### src/rtl/seg_dynamic.sv
// -----------------------------------------------------------------------------
// seg_dynamic
//
// Six-digit multiplexed seven-segment driver feeding a 74HC595 shift
// controller. A free-running double-dabble engine converts the 20-bit input
// to six BCD digits (saturating at 999_999). A scan counter then presents one
// digit per slot as a one-hot select plus an active-low segment pattern.
//
// Parameters:
//   CNT_MAX   scan-slot length minus one, in sys_clk cycles (minimum 2)
//
// Ports:
//   sys_clk   in   system clock, all registers on the rising edge
//   sys_rst   in   synchronous, active-high reset
//   data      in   [19:0] unsigned value to display
//   point     in   [5:0]  decimal-point enables, bit 0 = rightmost digit
//   seg_en    in   display enable, 0 blanks sel/seg at the next slot
//   sel       out  [5:0]  one-hot digit select, active-high, registered
//   seg       out  [7:0]  {dp,g,f,e,d,c,b,a}, active-low, registered
//   busy      out  high while a conversion is in LOAD or SHIFT
//
// Build option:
//   LEADING_ZERO_BLANK_EN  when defined, leading zero digits (never digit 0)
//                          are blanked; their DP still follows point.
// -----------------------------------------------------------------------------
module seg_dynamic #(
  parameter int CNT_MAX = 49_999
) (
  input  logic        sys_clk,
  input  logic        sys_rst,
  input  logic [19:0] data,
  input  logic [5:0]  point,
  input  logic        seg_en,
  output logic [5:0]  sel,
  output logic [7:0]  seg,
  output logic        busy
);

  localparam int          CNT_W   = $clog2(CNT_MAX + 1);
  localparam logic [19:0] VAL_MAX = 20'd999_999;

  typedef enum logic [1:0] {
    LOAD  = 2'd0,
    SHIFT = 2'd1,
    DONE  = 2'd2
  } state_t;

  // ---------------------------------------------------------------------------
  // Helpers
  // ---------------------------------------------------------------------------

  // Double-dabble correction: every nibble >= 5 gets +3 before the shift.
  function automatic logic [23:0] bcd_adjust(input logic [23:0] b);
    logic [23:0] r;
    r = '0;
    for (int i = 0; i < 6; i++) begin
      r[4*i +: 4] = (b[4*i +: 4] >= 4'd5) ? b[4*i +: 4] + 4'd3 : b[4*i +: 4];
    end
    return r;
  endfunction

  // Active-low a..g pattern for one BCD digit.
  function automatic logic [6:0] seg7(input logic [3:0] d);
    logic [6:0] p;
    case (d)
      4'd0:    p = 7'h40;
      4'd1:    p = 7'h79;
      4'd2:    p = 7'h24;
      4'd3:    p = 7'h30;
      4'd4:    p = 7'h19;
      4'd5:    p = 7'h12;
      4'd6:    p = 7'h02;
      4'd7:    p = 7'h78;
      4'd8:    p = 7'h00;
      4'd9:    p = 7'h10;
      default: p = 7'h7F;
    endcase
    return p;
  endfunction

`ifdef LEADING_ZERO_BLANK_EN
  // Digit i is blanked when it and every digit above it are zero.
  function automatic logic [5:0] blank_mask(input logic [23:0] b);
    logic [5:0] m;
    logic       upper_zero;
    m          = '0;
    upper_zero = 1'b1;
    for (int i = 5; i >= 1; i--) begin
      upper_zero = upper_zero && (b[4*i +: 4] == 4'd0);
      m[i]       = upper_zero;
    end
    return m;
  endfunction
`endif

  // ---------------------------------------------------------------------------
  // Conversion engine
  // ---------------------------------------------------------------------------
  state_t      state;
  logic [4:0]  bit_cnt;
  logic [19:0] bin;
  logic [23:0] bcd;
  logic [23:0] bcd_adj;
  logic [23:0] disp;
`ifdef LEADING_ZERO_BLANK_EN
  logic [5:0]  blank;
`endif

  // NOTE: combinational blocks assign every output unconditionally so that no
  // latch is inferred.
  always_comb begin
    bcd_adj = bcd_adjust(bcd);
  end

  // NOTE: all state here is updated with non-blocking assignments so every
  // register samples pre-edge values, independent of statement order.
  always_ff @(posedge sys_clk) begin
    if (sys_rst) begin
      // NOTE: the display register is reset, unlike a RAM, because an aborted
      // conversion must never leave the previous value visible.
      state   <= LOAD;
      bit_cnt <= '0;
      bin     <= '0;
      bcd     <= '0;
      disp    <= '0;
      busy    <= 1'b0;
`ifdef LEADING_ZERO_BLANK_EN
      blank   <= 6'b111110;   // consistent with an all-zero display register
`endif
    end else begin
      case (state)
        LOAD: begin
          bin     <= (data > VAL_MAX) ? VAL_MAX : data;
          bcd     <= '0;
          bit_cnt <= '0;
          state   <= SHIFT;
          busy    <= 1'b1;
        end
        SHIFT: begin
          {bcd, bin} <= {bcd_adj[22:0], bin, 1'b0};
          if (bit_cnt == 5'd19) begin
            state <= DONE;
            busy  <= 1'b0;
          end else begin
            bit_cnt <= bit_cnt + 5'd1;
          end
        end
        DONE: begin
          // Single write of all six digits: no partial value is ever visible.
          disp  <= bcd;
`ifdef LEADING_ZERO_BLANK_EN
          blank <= blank_mask(bcd);
`endif
          state <= LOAD;
          busy  <= 1'b1;
        end
        default: begin
          state <= LOAD;
          busy  <= 1'b1;
        end
      endcase
    end
  end

  // ---------------------------------------------------------------------------
  // Scan and output encode
  // ---------------------------------------------------------------------------
  logic [CNT_W-1:0] cnt_1ms;
  logic [2:0]       idx;
  logic [2:0]       idx_nxt;
  logic             wrap;
  logic [3:0]       digit;
  logic [6:0]       pattern;

  always_comb begin
    wrap    = (cnt_1ms == CNT_W'(CNT_MAX));
    idx_nxt = (idx == 3'd5) ? 3'd0 : idx + 3'd1;
    digit   = disp[{idx_nxt, 2'b00} +: 4];
    pattern = seg7(digit);
`ifdef LEADING_ZERO_BLANK_EN
    if (blank[idx_nxt]) pattern = 7'h7F;
`endif
  end

  // sel/seg, point and seg_en are only touched on the wrap, so outputs stay
  // constant for a whole slot regardless of mid-slot input or display changes.
  always_ff @(posedge sys_clk) begin
    if (sys_rst) begin
      cnt_1ms <= '0;
      idx     <= 3'd5;
      sel     <= 6'b000000;
      seg     <= 8'hFF;
    end else begin
      cnt_1ms <= wrap ? '0 : cnt_1ms + 1'b1;
      if (wrap) begin
        idx <= idx_nxt;
        if (seg_en) begin
          sel <= 6'd1 << idx_nxt;
          seg <= {~point[idx_nxt], pattern};
        end else begin
          sel <= 6'b000000;
          seg <= 8'hFF;
        end
      end
    end
  end

endmodule

### config.mk
export PLATFORM = sky130hd
export DESIGN_NAME = seg_dynamic
export DESIGN_NICKNAME = d
export VERILOG_FILES = /design/src/rtl/seg_dynamic.sv
export SDC_FILE = /design/constraint.sdc
export NUM_CORES = 1
export LEC_CHECK = 0
export BUFFER_PORTS_ARGS = -buffer_cell sky130_fd_sc_hd__buf_4
export CORE_MARGIN = 3
export CORE_UTILIZATION = 45
export CTS_CLUSTER_SIZE = 16
export DETAILED_ROUTE_END_ITERATION = 10
export HOLD_SLACK_MARGIN = 0.06
export PLACE_DENSITY_LB_ADDON = 0.05
export SLEW_MARGIN = 40
export SYNTH_ARGS = -nofsm -noshare
export SYNTH_HDL_FRONTEND = slang
export SYNTH_SLANG_ARGS = --single-unit
### constraint.sdc
create_clock -name sys_clk -period 3.2 [get_ports sys_clk]
set_clock_uncertainty 0.1 [all_clocks]
set_input_delay 0.96 -clock sys_clk [delete_from_list [all_inputs] [get_ports sys_clk]]
set_output_delay 0.96 -clock sys_clk [all_outputs]
set_load 0.005 [all_outputs]
==> flow_metrics.tcl <==
set metrics [dict create \
    syn_area_um2 5110 \
    drc_errors 0 \
    ctsRootBufferMaster "clkbuf_16" \
    post_route_cells_drive_above_1_share 0.122 \
    p_switching_w 0.000549 \
    synth.most_common_cell "dfxtp_1" \
    drtPass1Iterations 5 \
    num_rows 38 \
    track_usage 0.176 \
    gp_congestion 0.787 \
    fmax_mhz 398 \
    post_cts_resized 0 \
    cts.clk_slew.worst_paths_ns 0.07 \
    grt_max_degree 45 \
    yosysTopAreaCellShare 0.427 \
    p_per_area_nw_per_um2 442 \
    dieArea_um2 12700 \
    yosys.cell_types.count 57 \
    synthesis.nets 666 \
    async_reset_ff_frac 0 \
    hold_class "flip-flop to flip-flop" \
    rsz0062_at_grt "no" \
    critPathMaxFanout 14 \
    port_buffers 43 \
    yosysSeqAreaShare 0.427 \
    numCtsBuffers 9 \
    fp.dieW_um 113 \
    postRouteAntennaNets 0 \
    power_w 0.00255 \
    cp-start-kind "flip-flop" \
    io-pin-count 44 \
    synth.area.top_cells "dfxtp_1 (43%), nand2_1 (6.8%), nor2_1 (6.2%), a21oi_1 (6.0%), ha_1 (3.7%)" \
    crit_required_ns 3.32 \
    grt_antenna_before_repair 0 \
    nets 694 \
    combPwrFrac 0.047 \
    grt_overflow_total 0 \
    synth_edf_count 0 \
    end_kind "flip-flop" \
    switching_share 0.215 \
    finalMaxSlewViolations 0 \
    ctsHtreeMaxLevel 3 \
    viasPerCell 5.39 \
    core_um2 11000 \
    drt_iter0_markers 220 \
    worst_ir_drop_vdd_mv 0.534 \
    postSynthAreaPerCell_um2 8.22 \
    hold_viol 0 \
    clock_power_share 0.408 \
    clk_path_buf_depth 2 \
    routed_wl_um 10900 \
    post_cts_buffers 0 \
    holdBufCountCts 0 \
    path_class "flip-flop to flip-flop" \
    tightestPinTransition_ns 0.792 \
    yosys-top-cells-count "dfxtp_1 (109), nand2_1 (92), nor2_1 (84)" \
    finalSetupViolations 0 \
    vias 4282 \
    initial_utilization 0.466 \
    die_h_um 113 \
    seqPwrFrac 0.545 \
    first_global_vias 3880 \
    p_leak_nw 2.20 \
    grt_pass1_wl_um 18400 \
    period_needed_ns 2.51 \
    fin_crit_sh 0.785 \
    crit_arrival_ns 2.63 \
    syn_to_final_growth_pct 12.9 \
    outcome "finished clean" \
    internal_power_w 0.00200 \
    dp_hpwl_um 7570 \
    synth_top_cell_by_area "dfxtp_1" \
    max-slew-margin-rel 0.471 \
    cts_tree "yes" \
    clock-sinks 109 \
    n_antenna_cell 0 \
    clk_latency_ns 0.34 \
    ys_ff_latch 109 \
    yosysWarnings 0 \
    routedWlPerCell_um 13.8 \
    syn_inst 622 \
    tns_ns 0 \
    drv_cap 0 \
    synthFlopType "dfxtp_1" \
]
==> flip-flops by register name (all words and copies together) (netlist names) <==
register	count
idx	3
cnt_1ms	16
bcd	24
sel	6
bit_cnt	5
seg	8
bin	20
state	2
busy	1
disp	24
==> layout by cell type (no fill, tap or decap), drive strengths merged, types with 2 or more instances in the layout <==
cell type  instances
dfxtp            109
a22oi             21
clkbuf            15
nor2b              4
a22o               3
o221ai             6
and3              12
a21o               3
nor4               5
xor2              13
nor3              12
nand4              2
o21ai             32
nor3b              2
xnor2             13
a21boi             3
clkinv             2
o211ai             2
inv               22
a32o               3
and2               4
ha                15
a211oi             4
a221oi             2
a221o              7
a21oi             61
buf               50
nand2b             9
or2                3
nand3             12
nor2              86
nand2             93
mux2i             12
==> cell type report <==
type / instances / area (µm²)
flip-flops and latches: 109 / 2180
multi-input cells: 457 / 2680
fillers: 1075 / 5210
repair buffers: 50 / 375
clock inverters: 1 / 5.00
inverters: 23 / 86.3
well taps: 140 / 175
clock buffers: 15 / 268
==> cell families (layout without fill, tap and decap cells) <==
family / after synthesis / after routing / share of synthesized area
adders and majority gates: 15 / 15 / 0.0367
buffers and inverters: 56 / 89 / 0.0494
muxes: 12 / 12 / 0.0235
xor gates and xnor gates: 26 / 26 / 0.0445
AOI/OAI and AO/OA: 154 / 154 / 0.196
DFF: 109 / 109 / 0.427
and+or+nand+nor: 250 / 250 / 0.223
==> metrics by stage <==
step                cell area [µm²]   util  cells  hold slack [ns]  setup slack (ns)
floorplan                      5110      -    622            0.330             0.969
global placement               5500  0.501    779            0.344             0.585
detailed placement             5500  0.501    779            0.345             0.511
CTS                            5770  0.526    795            0.356             0.717
global route                   5770  0.526    795            0.376             0.515
finish                         5770  0.526    795            0.356             0.687
==> worst paths after layout <==
kind	from	slack, ns	endpoint	depth (start not counted)
hold / removal	disp[16]	0.36	disp[16]	2
hold reg to reg	disp[16]	0.36	disp[16]	2
setup reg to reg	idx[0]	0.69	seg[1]	10
setup / recovery	idx[0]	0.69	seg[1]	10
==> metal layers <==
layer | vias up | GRT usage | share of wire
met5 | - | 0 | 0
met4 | 0 | 0.0361 | 0.0064
met3 | 4 | 0.0523 | 0.040
met2 | 80 | 0.297 | 0.47
met1 | 1990 | 0.223 | 0.49
li1 | 2208 | - | -
==> critical path, cell delays in order (launching register included) <==
cell,delay [ns]
dfxtp_1,0.64
buf_4,0.26
a21boi_0,0.19
a211oi_1,0.09
a221oi_2,0.32
inv_1,0.14
ha_1,0.31
inv_1,0.06
nor2_1,0.04
o21ai_0,0.17
a21oi_1,0.09
==> power by group through the flow <==
stage | Combinational (W) | Clock (W) | Sequential (W)
2_1_floorplan | 0.0000724 | 0 | 0.00142
3_3_place_gp | 0.000119 | 0 | 0.00142
3_5_place_dp | 0.000122 | 0 | 0.00142
4_1_cts | 0.000122 | 0.00108 | 0.00139
5_1_grt | 0.000135 | 0.00113 | 0.00139
6_report | 0.000121 | 0.00104 | 0.00139
No activity file was read; power rests on OpenSTA's default activity.
